File: src/rtl/parking_fee_unit.sv
// -----------------------------------------------------------------------------
// parking_fee_unit
//
// Billing stage behind the parking controller. It watches the 4-bit occupancy
// vector F for spot releases (1->0) and captures the elapsed time of each
// released spot. It converts that time to started billing units with a serial
// restoring divider, then computes a saturated fee. The fee is offered on a
// valid/ready handshake, and accepted fees are added to a saturating revenue
// total.
//
// Ports
//   CLK                      clock
//   RST                      synchronous active-low reset
//   F[3:0]                   occupancy flags, bit N = spot N occupied
//   spot0_time..spot3_time   elapsed cycles per spot (TIME_W bits)
//   fee_ready                consumer accepts the current fee record
//   fee_valid                fee record available
//   fee_spot[1:0]            spot index of the record
//   fee_units[TIME_W-1:0]    billed units (ceiling of time / UNIT_CYCLES)
//   fee_amount[FEE_W-1:0]    fee, clamped to MAX_FEE
//   revenue[31:0]            accumulated accepted fees, saturating
//   busy                     engine not idle, or a release is still pending
//   drop_err                 sticky: a release arrived while that spot was
//                            already pending, and the event was lost
//
// Build option
//   FEE_GRACE_EN  when defined, a stay shorter than GRACE_CYCLES is emitted
//                 with zero units and a zero fee.
// -----------------------------------------------------------------------------
module parking_fee_unit #(
  parameter int unsigned TIME_W       = 64,
  parameter int unsigned FEE_W        = 16,
  parameter int unsigned UNIT_CYCLES  = 100,
  parameter int unsigned BASE_FEE     = 5,
  parameter int unsigned RATE         = 2,
  parameter int unsigned MAX_FEE      = 1000
`ifdef FEE_GRACE_EN
  , parameter int unsigned GRACE_CYCLES = 50
`else
`endif
) (
  input  logic              CLK,
  input  logic              RST,
  input  logic [3:0]        F,
  input  logic [TIME_W-1:0] spot0_time,
  input  logic [TIME_W-1:0] spot1_time,
  input  logic [TIME_W-1:0] spot2_time,
  input  logic [TIME_W-1:0] spot3_time,
  input  logic              fee_ready,
  output logic              fee_valid,
  output logic [1:0]        fee_spot,
  output logic [TIME_W-1:0] fee_units,
  output logic [FEE_W-1:0]  fee_amount,
  output logic [31:0]       revenue,
  output logic              busy,
  output logic              drop_err
);

  typedef enum logic [1:0] {IDLE, DIV, CALC, OUT} state_t;

  localparam int unsigned CNT_W = $clog2(TIME_W + 1);
  // The fee is formed wide enough that RATE * units can never wrap before the clamp.
  localparam int unsigned FULL_W = TIME_W + 34;
  localparam logic [TIME_W:0]   DIVISOR   = (TIME_W + 1)'(UNIT_CYCLES);
  localparam logic [FEE_W-1:0]  MAX_FEE_V = FEE_W'(MAX_FEE);
  localparam logic [CNT_W-1:0]  LAST_STEP = CNT_W'(TIME_W - 1);

  state_t              state_q, state_d;
  logic [3:0]          f_q;
  logic [TIME_W-1:0]   t_q   [4];
  logic [TIME_W-1:0]   cap_q [4];
  logic [3:0]          pending_q;
  logic [3:0]          rel;
  logic [3:0]          clr;
  logic [1:0]          sel;
  logic [1:0]          spot_q;
  logic [TIME_W-1:0]   quo_q;
  logic [TIME_W:0]     rem_q;
  logic [CNT_W-1:0]    cnt_q;
  logic                load_div, div_step, calc_en, accept;
  logic [TIME_W:0]     trial, rem_d;
  logic                q_bit;
  logic [TIME_W-1:0]   units_c;
  logic [FULL_W-1:0]   fee_full;
  logic [32:0]         rev_sum;
  logic                grace_hit;
`ifdef FEE_GRACE_EN
  logic                grace_q;
`else
`endif

  // Release = occupied on the previous edge, free now.
  assign rel = f_q & ~F;

  // Lowest-index pending spot wins arbitration.
  always_comb begin
    // NOTE: every always_comb output gets a default first, so no path can infer a latch.
    sel = 2'd0;
    for (int i = 3; i >= 0; i--) begin
      if (pending_q[i]) sel = 2'(i);
    end
  end

  // ---------------- FSM: state register ----------------
  always_ff @(posedge CLK) begin
    // NOTE: sequential state uses non-blocking assignments only, so every register samples pre-edge values.
    if (!RST) state_q <= IDLE;
    else      state_q <= state_d;
  end

  // ---------------- FSM: next state ----------------
  always_comb begin
    state_d = state_q;
    unique case (state_q)
      IDLE: if (|pending_q)              state_d = DIV;
      DIV:  if (cnt_q == LAST_STEP)      state_d = CALC;
      CALC:                              state_d = OUT;
      OUT:  if (fee_ready)               state_d = IDLE;
      default:                           state_d = IDLE;
    endcase
  end

  // ---------------- FSM: outputs / strobes ----------------
  always_comb begin
    load_div = 1'b0;
    div_step = 1'b0;
    calc_en  = 1'b0;
    accept   = 1'b0;
    unique case (state_q)
      IDLE: load_div = |pending_q;
      DIV:  div_step = 1'b1;
      CALC: calc_en  = 1'b1;
      OUT:  accept   = fee_ready;   // fee_valid is high exactly while in OUT
      default: ;
    endcase
    busy = (state_q != IDLE) | (|pending_q);
  end

  assign clr = load_div ? (4'b0001 << sel) : 4'b0000;

  // One restoring-division step: shift in the next dividend bit and subtract if it fits.
  assign trial = {rem_q[TIME_W-1:0], quo_q[TIME_W-1]};
  assign q_bit = (trial >= DIVISOR);
  assign rem_d = q_bit ? (trial - DIVISOR) : trial;

  // Ceiling: a non-zero remainder means a started unit.
  assign units_c  = quo_q + TIME_W'(rem_q != '0);
  assign fee_full = FULL_W'(BASE_FEE) + FULL_W'(RATE) * FULL_W'(units_c);
  assign rev_sum  = {1'b0, revenue} + 33'(fee_amount);

`ifdef FEE_GRACE_EN
  assign grace_hit = grace_q;
`else
  assign grace_hit = 1'b0;
`endif

  // ---------------- capture and pending bookkeeping ----------------
  always_ff @(posedge CLK) begin
    if (!RST) begin
      f_q       <= '0;
      pending_q <= '0;
      drop_err  <= 1'b0;
      // NOTE: the small time register files are reset explicitly because their contents are observable state.
      for (int i = 0; i < 4; i++) begin
        t_q[i]   <= '0;
        cap_q[i] <= '0;
      end
    end else begin
      f_q    <= F;
      t_q[0] <= spot0_time;
      t_q[1] <= spot1_time;
      t_q[2] <= spot2_time;
      t_q[3] <= spot3_time;
      for (int i = 0; i < 4; i++) begin
        if (rel[i]) begin
          // A release that lands on the edge the engine takes this spot is not lost.
          if (pending_q[i] && !clr[i]) begin
            drop_err <= 1'b1;
          end else begin
            cap_q[i] <= t_q[i];
          end
          pending_q[i] <= 1'b1;
        end else if (clr[i]) begin
          pending_q[i] <= 1'b0;
        end
      end
    end
  end

  // ---------------- divider, fee and handshake datapath ----------------
  always_ff @(posedge CLK) begin
    if (!RST) begin
      spot_q     <= '0;
      quo_q      <= '0;
      rem_q      <= '0;
      cnt_q      <= '0;
      fee_valid  <= 1'b0;
      fee_spot   <= '0;
      fee_units  <= '0;
      fee_amount <= '0;
      revenue    <= '0;
`ifdef FEE_GRACE_EN
      grace_q    <= 1'b0;
`else
`endif
    end else begin
      if (load_div) begin
        spot_q <= sel;
        quo_q  <= cap_q[sel];
        rem_q  <= '0;
        cnt_q  <= '0;
`ifdef FEE_GRACE_EN
        grace_q <= (cap_q[sel] < TIME_W'(GRACE_CYCLES));
`else
`endif
      end
      if (div_step) begin
        quo_q <= {quo_q[TIME_W-2:0], q_bit};
        rem_q <= rem_d;
        cnt_q <= cnt_q + 1'b1;
      end
      if (calc_en) begin
        fee_valid <= 1'b1;
        fee_spot  <= spot_q;
        if (grace_hit) begin
          fee_units  <= '0;
          fee_amount <= '0;
        end else begin
          fee_units  <= units_c;
          fee_amount <= (fee_full > FULL_W'(MAX_FEE)) ? MAX_FEE_V : fee_full[FEE_W-1:0];
        end
      end
      if (accept) begin
        fee_valid <= 1'b0;
        revenue   <= rev_sum[32] ? 32'hFFFF_FFFF : rev_sum[31:0];
      end
    end
  end

endmodule
File: config.mk
export PLATFORM = sky130hd
export DESIGN_NAME = parking_fee_unit
export DESIGN_NICKNAME = d
export VERILOG_FILES = /design/src/rtl/parking_fee_unit.sv
export SDC_FILE = /design/constraint.sdc
export NUM_CORES = 1
export LEC_CHECK = 0
export ABC_AREA = 1
export CELL_PAD_IN_SITES_DETAIL_PLACEMENT = 2
export CELL_PAD_IN_SITES_GLOBAL_PLACEMENT = 2
export CORE_UTILIZATION = 33
export DETAILED_ROUTE_END_ITERATION = 12
export PLACE_DENSITY_LB_ADDON = 0.1
export SETUP_SLACK_MARGIN = 0.02
export SLEW_MARGIN = 30
export SYNTH_ARGS = -nofsm -noshare
export SYNTH_HDL_FRONTEND = slang
export SYNTH_SLANG_ARGS = --single-unit
export TNS_END_PERCENT = 100
File: constraint.sdc
create_clock -name CLK -period 6.88 [get_ports CLK]
set_clock_uncertainty 0.1 [all_clocks]
set_input_delay 0.688 -clock CLK [delete_from_list [all_inputs] [get_ports CLK]]
set_output_delay 0.688 -clock CLK [all_outputs]
set_load 0.005 [all_outputs]
==> flow_results.org <==
** Routing
- Routed via count divided by cell count :: 4.94
- For this block, the via count after detailed routing is 35400.
- The pre-antenna-repair detailed-routing pass consisted of 5 iterations.
- After detailed routing, the number of remaining DRC violations is 0.
- For this block, the routed nets add up to 151000 µm of wire.
- Number of routed nets with antenna violations :: 0
- Dividing the detail-routed wire length by the instance count gives 21.2 µm.
- DRT iter0 DRCs :: 1574

** Synthesis
- After synthesis, the largest area contributor takes up 27.7% of total cell area.
- Synthesized netlist net count :: 5549
- The cell area that synthesis handed to floorplanning was 37600 µm².
- Leading post-synthesis cells by cell area :: sky130_fd_sc_hd__dfxtp_1 28%, sky130_fd_sc_hd__edfxtp_1 20%, sky130_fd_sc_hd__nand2_1 13%, sky130_fd_sc_hd__inv_1 9.0%, sky130_fd_sc_hd__nor2_1 8.8%
- The Yosys step of the flow raised 0 warnings.
- Number of distinct library cell variants in the gate-level netlist after synthesis :: 50
- Synthesized instance count :: 5259
- Mean cell area of the mapped netlist :: 7.14 µm²
- Largest area contributor in the netlist :: sky130_fd_sc_hd__dfxtp_1
- #FFs+latches synth :: 776
- Sequential elements use 48.2% of the synthesized area.

** Setup path
- Of all nets on the critical path, the largest fanout is 6.
- Data on the critical path is required at its endpoint by 7.34 ns.
- Buffers & Inverters on Critical Path :: 6
- Library cell appearing most often on the critical path :: sky130_fd_sc_hd__nor2_1
- Type of the worst setup path :: flip-flop to flip-flop
- The slowest stage of the critical path is the sky130_fd_sc_hd__xor2_1 cell.
- For the worst setup path, the data arrival time is 5.86 ns.
- In this design, the largest share of critical-path delay is due to simple AND/OR/NAND/NOR gates.
- Sort of element at the end of the critical path :: flip-flop
- CP peak stage delay :: 0.52 ns
- Kind of launch point of the worst setup path :: flip-flop

** Cells and area
- Ratio of cells with drive above 1 in the final layout :: 5.57%
- Compared with the post-synthesis result, the final layout area differs by 22.4%.
- Storage element area :: 18100 µm²
- The library cells used most frequently in the layout, excluding fill and tap cells, are 1328 x sky130_fd_sc_hd__nand2_1, 903 x sky130_fd_sc_hd__inv_1, 881 x sky130_fd_sc_hd__nor2_1, 520 x sky130_fd_sc_hd__dfxtp_1, 378 x sky130_fd_sc_hd__clkdlybuf4s50_1.
- Area taken by multi-input logic gates :: 15300 µm²
- Cells fill 40.8% of the core in the end.
- Most frequent standard cell in the layout excluding fill and tap cells :: sky130_fd_sc_hd__nand2_1
- Number of fill cells in the layout :: 13100
- The final layout contains 5864 nets.

** Clock network
- Clock-pin slew was measured on the worst setup and hold paths at 0.06 ns.
- CTS sink count :: 776
- The root buffer cell chosen for the clock tree is sky130_fd_sc_hd__clkbuf_16.
- # Post-CTS Setup Buffers :: 0
- Clock latency reported for the late side of the worst-skew pair :: 0.69 ns
- Hold-fix buffers, CTS :: 0
- TritonCTS built the clock tree.
- No sink is reached through more buffers than the 3 on the longest clock path.
- Max H-tree Level :: 3
- Gates resized during post-CTS repair numbered 0.
- Counting the buffers created by CTS gives 90.

** STA
- The tightest hold path in the finished design has a slack of 0.361 ns.
- Setup violations remaining at the end of the flow were counted as 0.
- The routed design could run at a clock period as short as 5.40 ns.
- Hold Fails Final Rpt :: 0
- Unrepaired setup endpoints after global routing :: no
- Share of the clock period used by the worst path :: 78.5%
- Based on the critical path, the design can be clocked at up to 0.185 GHz.
- The number of pins with negative max-slew slack in the final report came to 0.
- Transition time at the pin with the least slew margin :: 0.930 ns
- In the post-route analysis, the smallest setup slack over all paths is 1.48 ns.
- Total negative slack :: 0 ns
- Measured against its own limit, the worst slew margin works out to 38.0%.

** Global route
- The first global-routing pass estimated 233000 µm of wire.
- GR Overflow Total :: 0
- Global-route usage over all layers :: 26.2%
- Pin count of the biggest net entering global routing :: 162
- The number of global-route vias before repair came to 38500.
- The initial antenna violation count was 3.

** Floorplan
- IO Pins :: 380
- For this configuration, the core starts out at a cell density of 33.3%.
- The core region is 113000 µm².
- Die span in y :: 339 µm
- Die Wd :: 339 µm
- The floorplan step defined a die boundary enclosing 115000 µm².
- Row generation in the floorplan step produced 123 rows.

** Hold path
- Hold WC Path Type :: input port to flip-flop

** Status
- Status :: finished clean

** Place
- OpenSTA, run right after detailed placement, puts the worst setup slack at 1.46 ns.
- The congestion estimate from routability-driven global placement came to 0.969.
- Number of I/O port buffers :: 379
- Final HPWL DP :: 115000 µm

** Pwr
- Leak :: 20.3 nW
- The design draws 0.0183 W.
- For this design the ratio of total power to cell area is 397 nW/µm².
- Maximum VDD drop :: 349 µV

** Flow run
- Maxcap violations :: 0
[through the flow]
stage	cell area, µm²	std cells
2_1_floorplan	37600	5259
3_3_place_gp	42900	6980
3_5_place_dp	42900	6980
4_1_cts	45900	7149
5_1_grt	46000	7151
6_report	46000	7155
[worst paths after layout]
path,start,endpoint,slack [ns],cells past startpoint
hold / removal,RST,t_q[2][61]$_SDFF_PN0_,0.36,3
setup reg to reg,rem_q[16]$_SDFFE_PN0P_,fee_amount[7]$_SDFFE_PN0P_,1.48,31
hold reg to reg,fee_amount[12]$_SDFFE_PN0P_,fee_amount[12]$_SDFFE_PN0P_,0.37,2
setup / recovery,rem_q[16]$_SDFFE_PN0P_,fee_amount[7]$_SDFFE_PN0P_,1.48,31
[power breakdown]
part	switching [W]	internal [W]
logic	0.00524	0.00225
clock network	0.00204	0.00290
registers	0.000531	0.00530
total	0.00781	0.0105
[worst register-to-register path, delay by kind of cell (launching register included)]
family / cells / cell delay (ns)
DFF: 1 / 0.34
adders and majority gates: 2 / 0.50
buffers and inverters: 6 / 0.52
AOI/OAI and AO/OA: 1 / 0.14
xor gates and xnor gates: 1 / 0.52
and+or+nand+nor: 21 / 3.17
[registers in the layout, indices dropped and copies added (netlist names), 7 cells and up]
| register | count |
|---|---|
| quo_q | 64 |
| cap_q | 256 |
| revenue | 32 |
| cnt_q | 7 |
| t_q | 256 |
| fee_amount | 16 |
| fee_units | 64 |
| rem_q | 65 |
[logic make-up (layout without fill, tap and decap cells)]
family	count (synthesis)	in the layout	share of synthesized area, %
DFF	776	776	48.2
buffers and inverters	1121	1513	11.3
and+or+nand+nor	2667	2667	29.3
AOI/OAI and AO/OA	633	633	9.49
xor gates and xnor gates	35	35	0.816
other	0	4	0
adders and majority gates	27	27	0.919
[final cells by class]
| cell class | instances | share of cell area [%] |
|---|---|---|
| antenna | 4 | 0.0218 |
| clock buffer | 132 | 5.57 |
| clock inverter | 37 | 1.05 |
| inverter | 932 | 7.62 |
| multi-input combinational | 3362 | 33.4 |
| sequential | 776 | 39.4 |
| tap | 1500 | 4.08 |
| timing repair buffer | 412 | 8.92 |
[cells in the mapped netlist, drive strengths merged]
library cell and count:
xor2 23, nand3 232, a21oi 168, o21bai 4, and3 1, nand3b 6, o2111ai 1, fa 1
or3 1, o31ai 1, and2 3, a211oi 1, o41ai 1, nor2 941, a221oi 4, a21boi 2
clkbuf 168, a21o 3, o211ai 44, o21a 2, xnor2 12, clkinv 2, or2 6, inv 930
a31oi 74, dfxtp 520, edfxtp 256, nand2 1362, o22ai 66, a31o 2, o221ai 4, nor3 37
nor4 10, nand4 68, ha 26, o221a 3, o21ai 253, buf 21
[per-layer routing]
| layer | track usage, % | wire, µm |
|---|---|---|
| met2 | 45.7 | 74000 |
| met3 | 2.83 | 4530 |
| met5 | 0 | 41 |
| met1 | 34.3 | 69300 |
| met4 | 6.78 | 3460 |
No activity file was read; power rests on OpenSTA's default activity.
